[src/rtl/debug_step_ctrl.sv]
// debug_step_ctrl: board-level stepping controller for the RV32 core debug port.
// Conditions the step/run buttons (2-FF sync + debounce + rising-edge detect),
// then issues one-cycle debug_step pulses as single steps, a free run at a
// divided rate, or a burst of N steps, and keeps a wrapping count of pulses.
module debug_step_ctrl #(
  parameter int DEBOUNCE_CYCLES = 16,
  parameter int RUN_DIV         = 4,
  parameter int CNT_W           = 32
) (
  input  logic             clk,
  input  logic             rst,
  input  logic             btn_step,
  input  logic             btn_run,
  input  logic             dbg_mode_sw,
  input  logic [7:0]       burst_len,
  input  logic             burst_go,
  output logic             debug_en,
  output logic             debug_step,
  output logic             busy,
  output logic [1:0]       mode,
  output logic [CNT_W-1:0] step_count
);

  localparam int DB_W  = (DEBOUNCE_CYCLES < 2) ? 1 : $clog2(DEBOUNCE_CYCLES + 1);
  localparam int DIV_W = (RUN_DIV < 2) ? 1 : $clog2(RUN_DIV);
  localparam logic [DB_W-1:0]  DB_LAST  = DB_W'(DEBOUNCE_CYCLES - 1);
  localparam logic [DIV_W-1:0] DIV_LAST = DIV_W'(RUN_DIV - 1);

  typedef enum logic [1:0] {
    S_IDLE  = 2'b00,
    S_RUN   = 2'b01,
    S_BURST = 2'b10
  } state_t;

  logic            r_step_s1, r_step_s2, r_run_s1, r_run_s2;
  logic [DB_W-1:0] r_step_db, r_run_db;
  logic            r_step_filt, r_run_filt, r_step_filt_d, r_run_filt_d;
  logic            r_dbg_en;
  state_t          r_state;
  logic            r_busy;
  logic            r_step;
  logic [DIV_W-1:0] r_div;
  logic [7:0]      r_remaining;
  logic [CNT_W-1:0] r_count;
  logic            w_step_rise, w_run_rise;

  // Bring the raw buttons into the clock domain with two flops each.
  always_ff @(posedge clk or negedge rst) begin
    if (!rst) begin
      r_step_s1 <= 1'b0;
      r_step_s2 <= 1'b0;
      r_run_s1  <= 1'b0;
      r_run_s2  <= 1'b0;
    end else begin
      r_step_s1 <= btn_step;
      r_step_s2 <= r_step_s1;
      r_run_s1  <= btn_run;
      r_run_s2  <= r_run_s1;
    end
  end

  // Debounce: the filtered level follows the synced level only after it has
  // disagreed for DEBOUNCE_CYCLES consecutive samples; any agreement clears.
  always_ff @(posedge clk or negedge rst) begin
    if (!rst) begin
      r_step_db   <= '0;
      r_step_filt <= 1'b0;
      r_run_db    <= '0;
      r_run_filt  <= 1'b0;
    end else begin
      if (r_step_s2 == r_step_filt) begin
        r_step_db <= '0;
      end else if (r_step_db == DB_LAST) begin
        r_step_db   <= '0;
        r_step_filt <= r_step_s2;
      end else begin
        r_step_db <= r_step_db + DB_W'(1);
      end
      if (r_run_s2 == r_run_filt) begin
        r_run_db <= '0;
      end else if (r_run_db == DB_LAST) begin
        r_run_db   <= '0;
        r_run_filt <= r_run_s2;
      end else begin
        r_run_db <= r_run_db + DB_W'(1);
      end
    end
  end

  // Delayed filtered levels for edge detection, plus the debug_en copy.
  always_ff @(posedge clk or negedge rst) begin
    if (!rst) begin
      r_step_filt_d <= 1'b0;
      r_run_filt_d  <= 1'b0;
      r_dbg_en      <= 1'b0;
    end else begin
      r_step_filt_d <= r_step_filt;
      r_run_filt_d  <= r_run_filt;
      r_dbg_en      <= dbg_mode_sw;
    end
  end

  assign w_step_rise = r_step_filt & ~r_step_filt_d;
  assign w_run_rise  = r_run_filt & ~r_run_filt_d;

  // Stepping FSM: decides when to pulse debug_step and counts every pulse.
  // A run_rise in RUN or BURST aborts without a pulse on that edge.
  always_ff @(posedge clk or negedge rst) begin
    if (!rst) begin
      r_state     <= S_IDLE;
      r_busy      <= 1'b0;
      r_step      <= 1'b0;
      r_div       <= '0;
      r_remaining <= '0;
      r_count     <= '0;
    end else begin
      r_step <= 1'b0;
      case (r_state)
        S_IDLE: begin
          if (w_run_rise) begin
            r_state <= S_RUN;
            r_busy  <= 1'b1;
            r_div   <= '0;
          end else if (burst_go && (burst_len != 8'd0)) begin
            r_state     <= S_BURST;
            r_busy      <= 1'b1;
            r_div       <= '0;
            r_remaining <= burst_len;
          end else if (w_step_rise) begin
            r_step  <= 1'b1;
            r_count <= r_count + CNT_W'(1);
          end
        end
        S_RUN: begin
          if (w_run_rise) begin
            r_state <= S_IDLE;
            r_busy  <= 1'b0;
          end else if (r_div == DIV_LAST) begin
            r_div   <= '0;
            r_step  <= 1'b1;
            r_count <= r_count + CNT_W'(1);
          end else begin
            r_div <= r_div + DIV_W'(1);
          end
        end
        S_BURST: begin
          if (w_run_rise) begin
            r_state <= S_IDLE;
            r_busy  <= 1'b0;
          end else if (r_div == DIV_LAST) begin
            r_div       <= '0;
            r_step      <= 1'b1;
            r_count     <= r_count + CNT_W'(1);
            r_remaining <= r_remaining - 8'd1;
            if (r_remaining == 8'd1) begin
              r_state <= S_IDLE;
              r_busy  <= 1'b0;
            end
          end else begin
            r_div <= r_div + DIV_W'(1);
          end
        end
        default: begin
          r_state <= S_IDLE;
          r_busy  <= 1'b0;
        end
      endcase
    end
  end

  assign debug_en   = r_dbg_en;
  assign debug_step = r_step;
  assign busy       = r_busy;
  assign mode       = r_state;
  assign step_count = r_count;

endmodule
[config.mk]
export PLATFORM = sky130hd
export DESIGN_NAME = debug_step_ctrl
export DESIGN_NICKNAME = d
export VERILOG_FILES = /design/src/rtl/debug_step_ctrl.sv
export SDC_FILE = /design/constraint.sdc
export NUM_CORES = 1
export LEC_CHECK = 0
export BUFFER_PORTS_ARGS = -buffer_cell sky130_fd_sc_hd__buf_2
export CORE_MARGIN = 2
export CORE_UTILIZATION = 40
export DETAILED_ROUTE_END_ITERATION = 10
export PLACE_DENSITY_LB_ADDON = 0.25
export SYNTH_ARGS = -nofsm -noshare
export SYNTH_HDL_FRONTEND = slang
export SYNTH_SLANG_ARGS = --single-unit
[constraint.sdc]
create_clock -name clk -period 6.15 [get_ports clk]
set_input_delay 1.23 -clock clk [delete_from_list [all_inputs] [get_ports clk]]
set_output_delay 1.23 -clock clk [all_outputs]
set_load 0.01 [all_outputs]
# Yosys cells after proc, flatten, opt, wreduce, memory -nomap -nowiden
# Cells that the tools add are included.
# classes
addsub	5
n_reduce_logical	12
eq_ne	20
mux	40
n_bitwise	6
# op_table
operator	count
32-bit two-way mux	5
32-bit one-hot mux with 2 select lines	1
32-bit by 1-bit adder with 32-bit output (second input constant)	1
8-bit two-way mux	4
2-bit two-way mux	10
5-bit two-way mux	4
2-bit inequality test (second input constant)	8
8-bit one-hot mux with 2 select lines	1
1-bit two-way mux	11
5-bit by 1-bit adder with 5-bit output (second input constant)	2
5-bit by 4-bit equality test with 1-bit output (second input constant)	2
3-bit inequality test (second input constant)	3
8-bit by 1-bit equality test with 1-bit output (second input constant)	1
8-bit nonzero test	1
8-bit by 1-bit subtractor with 8-bit output (second input constant)	1
2-bit one-hot mux with 3 select lines	1
6-bit AND reduction	1
5-bit AND reduction	1
2-bit equality test (second input constant)	2
1-bit NOT	4
2-bit one-hot mux with 2 select lines	1
2-bit AND reduction	2
4-bit AND reduction	1
2-bit nonzero test	2
11 further kinds	13
# word_totals
reg_bits	65
output_inout_bits	37
word_cells	100
in_bits	14

# Logic depth before layout (Yosys ltp)
# Gate-level depths: netlist of the first run.
# depth
ltp_word	6
depth_mapped	8
ltp_nobuf	7

# Least setup slack after synthesis of the first run
# OpenSTA, ideal clock, no wires.
# synth_timing
path_kind	input-to-reg
startpoint	in burst_len[6]
endpoint	reg r_count[31], in the netlist step_count[31]
slack_ns	3.085
stages	5
arrival_ns	2.941
cell_sequence	or4_1 o211a_4 nor3_4 or4b_1 xnor2_1
# synth_via
elab_chain_cells	4
# synth_lines
element	line_no	text
start, declared	15	input logic [7:0] burst_len,
8-bit nonzero test	124	end else if (burst_go && (burst_len != 8'd0)) begin
1-bit logical AND	124	
2-bit inequality test (no line)	-	
6-bit AND reduction (no line)	-	
end signal, assigned	131	r_count <= r_count + CNT_W'(1);
end signal, assigned	141	r_count <= r_count + CNT_W'(1);
end signal, assigned	153	r_count <= r_count + CNT_W'(1);
end, declared	44	logic [CNT_W-1:0] r_count;
# No other way between the ends.
# A chain may end at the register's enable or synchronous reset.

# Final worst setup path of the first run
# layout_timing
startpoint	in burst_len[6]
endpoint	reg r_remaining[7]
# layout_via
elab_chain_cells	4
# layout_lines
element	line_no	text
8-bit nonzero test	124	
1-bit logical AND	124	
2-bit inequality test (no line)	-	
5-bit AND reduction (no line)	-	
end signal, assigned	128	r_remaining <= burst_len;
end signal, assigned	154	r_remaining <= r_remaining - 8'd1;
end, declared	43	logic [7:0] r_remaining;
# No other way between the ends.

==> results.py, run 1 <==
metrics = {
    "setup_path": {
        "r2r_slack_ns": 3.53,
        "critPathRequiredTime_ns": 6.37,
        "arrival_ns": 3.26,
        "r2r_cells": 7,
        "startpoint": "burst_len[6]",
        "reg2reg_from": "mode[1]",
        "path_class": "primary input to flip-flop",
        "end_kind": "flip-flop",
        "start_kind": "primary input",
        "cp_max_fo": 17,
        "r2r-end": "step_count[31]",
        "crit_end": "r_remaining[7]",
    },
    "synth": {
        "synth-async-reset-ratio": 1.00,
        "ys_seq_area_frac": 0.527,
        "syn_avg_cell_area_um2": 10.7,
        "yosys_register_bits": 65,
        "synth_edf_count": 0,
        "synth_cell_types": 41,
        "synth_fp_nets": 313,
        "yosysWarnings": 0,
        "syn_area_mm2": 0.00309,
        "post_synth_inst_count": 289,
        "ys.flop_type": "dfrtp_1",
    },
    "sta": {
        "setup_viol": 0,
        "hold_viol": 0,
        "maxSlewViolCount": 0,
        "max_freq_ghz": 0.329,
        "rsz0062_at_grt": "false",
        "relSlewSlack": 0.447,
        "fin_crit_sh": 0.494,
        "setup_tns_ns": 0,
        "layout_min_cycle_time_ns": 3.04,
        "worstMarginPinSlew_ns": 0.830,
        "fin_worst_skew_ns": 0.00723,
        "worst_slack_ns": 3.11,
    },
    "floorplanning": {
        "rows": 32,
        "start_util": 0.406,
        "die_h_um": 91.9,
        "die_w_um": 91.9,
        "dieArea_mm2": 0.00844,
        "core-area_mm2": 0.00761,
        "ios": 51,
    },
    "power_and_ir_drop": {
        "clockPowerShare": 0.286,
        "pwr-share-comb": 0.275,
        "p_sw_w": 0.000403,
        "power_frac_seq": 0.440,
        "sw_frac_of_total": 0.326,
        "power.density_cell_area_mw_per_mm2": 340,
        "leakagePower_nw": 1.84,
        "ir_drop_mv": 0.135,
        "p_int_w": 0.000834,
    },
    "routing": {
        "vias": 2283,
        "post_drt_wl_per_cell_um": 13.2,
        "dr.pass1.iters": 4,
        "first_iter_violations": 105,
        "drt_wl_total_um": 5940,
        "viasPerCell": 5.06,
        "drtAntennaViolNets": 0,
        "drc": 0,
    },
    "place": {
        "preCtsSetupSlack_ns": 2.79,
        "numPortBuffers": 50,
        "gp_congestion": 0.742,
        "post-dp-hpwl_um": 4200,
    },
    "layout": {
        "antenna-diode-count": 0,
        "drive_gt1_frac": 0.206,
        "area_delta_synth_final_pct": 17.7,
        "layout.nets": 368,
        "fillers": 751,
    },
    "run": {
        "cap_violations": 0,
    },
    "grt": {
        "grt_max_degree": 66,
        "grt_pass1_vias": 2189,
        "antenna_found_initial": 0,
        "grt.total_usage": 0.154,
        "overflow": 0,
        "grt_pass1_wl_um": 10400,
    },
    "clock_network": {
        "clk_latency_ns": 0.33,
        "clock-sinks": 65,
        "cts_resized": 0,
        "cts_hold_buf": 0,
        "postCtsSetupBuffers": 0,
        "path_clk_slew_ns": 0.07,
        "cts_buffer_depth": 2,
        "cts_root_buffer": "clkbuf_8",
        "cts_inserted_buffers": 9,
        "cts-htree-levels": 3,
        "cts_tree": "yes",
    },
    "worst_hold_path": {
        "hold_path_class": "flip-flop to flip-flop",
    },
    "outcome": {
        "status": "complete, no violations",
    },
}
-- critical path, cell delays in order --
cell and delay (ns):
buf_2 0.10, or4_1 0.57, o21ai_0 0.41, a211o_1 0.50
o21ai_0 0.19, a211o_1 0.25
-- registers in the layout, summed over array words and instances (netlist names), 2 cells and up --
register / count
r_div: 2
step_count: 32
mode: 2
r_run_db: 5
r_step_db: 5
r_remaining: 8
-- Yosys cell counts (all sizes together), types with 2 or more instances --
master	number	area [um^2]
nor4	3	18.8
nor2b	2	12.5
mux2	3	33.8
o21ai	8	40.0
mux2i	3	30.0
or3	3	18.8
nand3	21	105
a22o	2	17.5
ha	10	125
xor2	20	175
inv	13	48.8
a211o	2	17.5
and3	12	75.1
nand2	19	71.3
nand4	5	31.3
or4	2	18.8
xnor2	17	149
dfrtp	65	1630
o22a	7	61.3
and2	4	25.0
nor3	9	56.3
a211oi	3	22.5
clkbuf	6	22.5
nand2b	4	25.0
a31oi	3	18.8
a21oi	6	30.0
nor2	25	93.8
-- routing by layer --
metal,track usage,up-vias,part of all wire
li1,-,1115,-
met5,0,-,0
met4,0.0634,0,0.016
met2,0.236,38,0.46
met3,0.0427,8,0.039
met1,0.208,1122,0.49
-- cells in the final DEF (no fill, tap or decap), types with 2 or more instances in the layout --
master,n
a211o_1,2
a211oi_1,3
a21oi_1,6
a22o_1,2
a31oi_1,3
and2_1,4
and3_1,12
buf_2,50
clkbuf_1,3
clkbuf_8,10
clkinv_2,2
dfrtp_1,65
ha_1,10
inv_1,13
mux2_2,3
mux2i_1,3
nand2_1,19
nand2b_1,4
nand3_1,21
nand4_1,5
nor2_1,25
nor2b_1,2
nor3_1,8
nor4_1,3
o21ai_0,8
o22a_1,7
or3_1,3
xnor2_1,17
xor2_1,20
-- metrics by stage --
stage / hold WS (ns) / power, W / std cells / util / instance area, um^2
floorplan: 0.331 / 0.000801 / 289 / - / 3090
global placement: 0.337 / 0.000882 / 435 / 0.453 / 3450
detailed placement: 0.342 / 0.000894 / 435 / 0.453 / 3450
CTS: 0.358 / 0.00125 / 451 / 0.478 / 3630
global route: 0.368 / 0.00132 / 451 / 0.478 / 3630
finish: 0.352 / 0.00124 / 451 / 0.478 / 3630
-- power by group through the flow --
stage	clock network [W]	logic [W]	registers (W)
2_1_floorplan	0	0.000249	0.000552
3_3_place_gp	0	0.000332	0.000551
3_5_place_dp	0	0.000342	0.000552
4_1_cts	0.000363	0.000344	0.000544
5_1_grt	0.000384	0.000386	0.000555
6_report	0.000353	0.000340	0.000544
-- cell type report --
cell class	instances	area, um^2	share of cell area
repair buffers	51	258	0.0709
multi-input cells	204	1390	0.381
well taps	102	128	0.0351
inverters	13	48.8	0.0134
clock inverters	3	40.0	0.0110
flip-flops and latches	65	1630	0.448
clock buffers	13	149	0.0410
-- kinds of logic (layout without fill, tap and decap cells) --
family	after synthesis	in the layout	synth area share
and+or+nand+nor	114	114	0.195
muxes	6	6	0.0207
xor gates and xnor gates	37	37	0.105
adders and majority gates	10	10	0.0405
DFF	65	65	0.527
AOI/OAI and AO/OA	37	37	0.0875
buffers and inverters	20	80	0.0247
-- worst min-delay path by stage --
stage / start / endpoint / slack [ns] / depth (start not counted)
final: r_run_s1 / r_run_s2 / 0.35 / 0
after CTS: r_run_s1 / r_run_s2 / 0.36 / 0
after global placement: r_run_s1 / r_run_s2 / 0.34 / 0
after global routing: r_run_s1 / r_run_s2 / 0.37 / 0
after floorplan: r_run_s1 / r_run_s2 / 0.33 / 0
after detailed placement: r_run_s1 / r_run_s2 / 0.34 / 0
No activity file was read; power rests on OpenSTA's default activity.
==> run 2: changes to the inputs <==
Clock period 6.15 ns to 3 ns, I/O delays scaled along.
==> results.py, run 2 (synthesized netlist as in run 1, its figures left out) <==
metrics = {
    "setup_path": {
        "cp_max_fo": 10,
        "r2r_slack_ns": 0.59,
        "max_stage_delay_ns": 0.42,
        "path_cells": "inv_1 -> ha_1 -> mux2i_1 -> a211oi_1 -> nand4b_2 -> or3_1 -> xnor2_1",
        "arrival_ns": 2.62,
        "critPathSlowestCell": "or3_1",
        "path_class": "flip-flop to flip-flop",
        "reg2reg_from": "mode[1]",
        "r2r-end": "step_count[12]",
        "critPathRequiredTime_ns": 3.22,
        "start_kind": "flip-flop",
        "r2r_cells": 7,
        "end_kind": "flip-flop",
    },
    "sta": {
        "worst_slack_ns": 0.595,
        "setup_viol": 0,
        "hold_viol": 0,
        "relSlewSlack": 0.516,
        "setup_tns_ns": 0,
        "max_freq_ghz": 0.416,
        "rsz0062_at_grt": "false",
        "fin_crit_sh": 0.802,
        "worstMarginPinSlew_ns": 0.726,
        "fin_worst_skew_ns": 0.00746,
        "layout_min_cycle_time_ns": 2.41,
        "maxSlewViolCount": 0,
    },
    "layout": {
        "final_common_cell": "dfrtp_1",
        "antenna-diode-count": 0,
        "layout.nets": 373,
        "stdcell_count": 455,
        "largest_reg_flops": 32,
        "area_delta_synth_final_pct": 19.1,
        "layout_common_cells": "65 x dfrtp_1, 50 x buf_2, 25 x nor2_1",
        "drive_gt1_frac": 0.221,
    },
    "clock_network": {
        "cts-htree-levels": 3,
        "cts_inserted_buffers": 9,
        "cts_buffer_depth": 2,
        "clk_latency_ns": 0.33,
        "cts_root_buffer": "clkbuf_8",
        "postCtsSetupBuffers": 0,
        "cts_resized": 0,
        "path_clk_slew_ns": 0.07,
        "clock-sinks": 65,
        "cts_hold_buf": 0,
        "cts_tree": "yes",
    },
    "routing": {
        "vias": 2313,
        "post_drt_wl_per_cell_um": 13.6,
        "drtAntennaViolNets": 0,
        "drt_wl_total_um": 6170,
        "dr.pass1.iters": 4,
        "first_iter_violations": 73,
        "drc": 0,
        "viasPerCell": 5.08,
    },
    "floorplanning": {
        "rows": 32,
        "die_h_um": 91.9,
        "die_w_um": 91.9,
        "ios": 51,
        "start_util": 0.406,
        "dieArea_mm2": 0.00844,
        "core-area_mm2": 0.00761,
    },
    "grt": {
        "overflow": 0,
        "grt_pass1_vias": 2225,
        "grt_pass1_wl_um": 10600,
        "grt_max_degree": 32,
        "antenna_found_initial": 0,
        "grt.total_usage": 0.160,
    },
    "place": {
        "numPortBuffers": 50,
        "post-dp-hpwl_um": 4340,
        "dp.cells": 440,
        "gp_congestion": 0.791,
        "preCtsSetupSlack_ns": 0.399,
    },
    "power_and_ir_drop": {
        "ir_drop_mv": 0.256,
        "power.density_cell_area_mw_per_mm2": 698,
        "leakagePower_nw": 1.87,
    },
    "worst_hold_path": {
        "hold_path_class": "primary input to async pin",
    },
    "run": {
        "cap_violations": 0,
    },
    "outcome": {
        "status": "complete, no violations",
    },
}
## run 2: changes by cell type in the layout (fill, tap and decap cells not counted)
cell	previous run	this run
buf_4	1	6
clkbuf_1	3	1
clkbuf_8	10	11
## run 2: per-stage QoR
stage	power, W	util	hold WS, ns	area [um^2]
after floorplan	0.00164	-	0.304	3090
after global placement	0.00183	0.458	0.334	3480
after detailed placement	0.00184	0.458	0.336	3480
after CTS	0.00260	0.484	0.342	3680
after global routing	0.00274	0.484	0.354	3680
final	0.00257	0.484	0.324	3680
## run 2: worst max-delay path by stage
stage	start	end	slack [ns]	cells after the start
detailed placement	burst_len[6]	step_count[12]	0.40	6
global route	mode[0]	step_count[12]	0.41	7
floorplan	burst_len[6]	step_count[31]	0.57	5
finish	mode[1]	step_count[12]	0.59	7
CTS	mode[0]	step_count[12]	0.63	7
global placement	burst_len[6]	step_count[12]	0.43	6
## run 2: metal layers
metal,vias to the layer above,global-route usage,share of wire
met4,0,0.0821,0.019
met2,50,0.252,0.47
li1,1119,-,-
met1,1133,0.213,0.47
met5,-,0,0
met3,11,0.0263,0.041
## run 2: area by class of cell
type / count / area [um^2]
Fill cell: 745 / 3930
Sequential cell: 65 / 1630
Multi-Input combinational cell: 204 / 1390
Timing Repair Buffer: 56 / 295
Clock buffer: 12 / 155
Tap cell: 102 / 128
Inverter: 13 / 48.8
Clock inverter: 3 / 40.0
## run 2: worst max-delay path: cells and delay by family (launching register included)
| kind | cells | cell delay (ns) |
|---|---|---|
| buf+inv | 1 | 0.10 |
| flops | 1 | 0.41 |
| mux | 1 | 0.15 |
| compound gates | 1 | 0.39 |
| xor+xnor | 1 | 0.13 |
| simple gates | 2 | 0.78 |
| fa+ha+maj | 1 | 0.32 |
## run 2: power by group
group,switching (W),internal (W),leakage (nW)
clock,0.000321,0.000422,0.102
sequential,0.000116,0.00100,0.845
combinational,0.000393,0.000313,0.919
==> run 3: changes to the inputs <==
Clock period 3 ns to 2.05 ns, I/O delays scaled along.
==> results.py, run 3 (synthesized netlist as in run 1, its figures left out) <==
metrics = {
    "clock_network": {
        "cts_inserted_buffers": 9,
        "cts_buffer_depth": 2,
        "clk_latency_ns": 0.33,
        "cts_hold_buf": 0,
        "clock-sinks": 65,
        "cts_tree": "yes",
        "cts_root_buffer": "clkbuf_8",
        "path_clk_slew_ns": 0.08,
        "cts-htree-levels": 3,
    },
    "routing": {
        "drc": 0,
        "drtAntennaViolNets": 0,
        "drt_wl_total_um": 6570,
        "vias": 2400,
        "dr.pass1.iters": 5,
        "post_drt_wl_per_cell_um": 13.6,
        "first_iter_violations": 78,
        "viasPerCell": 4.99,
    },
    "sta": {
        "hold_viol": 0,
        "setup_viol": 0,
        "max_freq_ghz": 0.497,
        "fin_crit_sh": 0.982,
        "maxSlewViolCount": 0,
        "setup_tns_ns": 0,
        "relSlewSlack": 0.678,
        "worstMarginPinSlew_ns": 0.479,
        "fin_worst_skew_ns": 0.0113,
        "rsz0062_at_grt": "true",
        "hold-worst-slack_ns": 0.0810,
        "layout_min_cycle_time_ns": 2.01,
    },
    "setup_path": {
        "end_kind": "flip-flop",
        "cp_max_fo": 3,
        "reg2reg_from": "mode[0]",
        "startpoint": "mode[0]",
        "arrival_ns": 2.24,
        "max_stage_delay_ns": 0.47,
        "critPathSlowestCell": "or4b_4",
        "critPathRequiredTime_ns": 2.28,
        "path_cells": "inv_2 -> ha_4 -> mux2i_1 -> a2111o_1 -> nor3_4 -> or4b_4 -> xnor2_1",
        "start_kind": "flip-flop",
        "path_class": "flip-flop to flip-flop",
    },
    "floorplanning": {
        "die_w_um": 91.9,
        "dieArea_mm2": 0.00844,
        "die_h_um": 91.9,
        "rows": 32,
        "start_util": 0.406,
        "ios": 51,
        "core-area_mm2": 0.00761,
    },
    "place": {
        "numPortBuffers": 50,
        "gp_congestion": 0.798,
        "dpl_cell_area_mm2": 0.00374,
        "post-dp-hpwl_um": 4750,
    },
    "layout": {
        "antenna-diode-count": 0,
        "drive_gt1_frac": 0.296,
        "final_common_cell": "dfrtp_1",
        "fillers": 728,
        "largest_reg_flops": 32,
        "area_delta_synth_final_pct": 26.9,
        "layout_common_cells": "65 x dfrtp_1, 50 x buf_2, 31 x buf_4",
        "layout.nets": 400,
        "stdcell_area_mm2": 0.00392,
    },
    "grt": {
        "met2_usage": 0.263,
        "antenna_found_initial": 0,
        "busiest_layer": "met2",
        "grt_pass1_wl_um": 11300,
        "grt_max_degree": 66,
        "grt_pass1_vias": 2427,
        "grt.total_usage": 0.167,
        "overflow": 0,
        "use_met1": 0.223,
        "grt_use_met3": 0.0411,
    },
    "run": {
        "cap_violations": 0,
    },
    "power_and_ir_drop": {
        "power.density_cell_area_mw_per_mm2": 996,
        "leakagePower_nw": 2.00,
        "ir_drop_mv": 0.422,
        "power_w": 0.00391,
    },
    "worst_hold_path": {
        "hold_path_class": "primary input to async pin",
    },
    "outcome": {
        "status": "complete, no violations",
    },
}
[run 3: per-layer routing]
metal | part of all wire | up-vias
met4 | 0.011 | 0
met2 | 0.46 | 48
li1 | - | 1181
met5 | 0 | -
met3 | 0.050 | 5
met1 | 0.47 | 1166
[run 3: final cells by class]
class	instances	area, um^2	area share
tap	102	128	0.0326
clock buffer	11	151	0.0386
sequential	65	1630	0.415
inverter	13	48.8	0.0124
multi-input combinational	204	1430	0.364
clock inverter	3	17.5	0.00447
timing repair buffer	83	523	0.133
[run 3: final timing paths]
path / to / slack, ns / cells past startpoint
max: step_count[31] / 0.04 / 7
min: r_run_s1 / 0.08 / 2
max reg2reg: step_count[31] / 0.04 / 7
min reg2reg: r_run_s2 / 0.35 / 0
max in group asynchronous: r_remaining[7] / 1.67 / 2
min in group clk: debug_en / 0.18 / 1
[run 3: timing repair]
action                     in CTS  in global routing
setup endpoints to repair       1                  5
buffers inserted                1                  0
pin swaps                       2                  2
resized for setup               1                  1
[run 3: worst max-delay path, delay by kind of cell, from the launching register on]
| kind | cells | cell delay, ns |
|---|---|---|
| adder cells (fa/ha/maj) | 1 | 0.20 |
| AND/OR/NAND/NOR | 2 | 0.60 |
| AO/OA/AOI/OAI | 1 | 0.36 |
| XOR/XNOR | 1 | 0.13 |
| flip-flops | 1 | 0.40 |
| multiplexers | 1 | 0.13 |
| buffers and inverters | 1 | 0.08 |
[run 3: power by group]
| group | internal (W) | leakage (nW) | switching, W |
|---|---|---|---|
| logic | 0.000663 | 1.07 | 0.000668 |
| registers | 0.00147 | 0.845 | 0.000149 |
| clock network | 0.000487 | 0.0871 | 0.000473 |
[run 3: through the flow]
step | util | std cells | setup slack (ns)
finish | 0.515 | 481 | 0.0366
global route | 0.515 | 481 | -0.0556
CTS | 0.515 | 481 | -0.0413
detailed placement | 0.491 | 466 | -0.140
global placement | 0.491 | 466 | -0.128
floorplan | - | 289 | -0.195
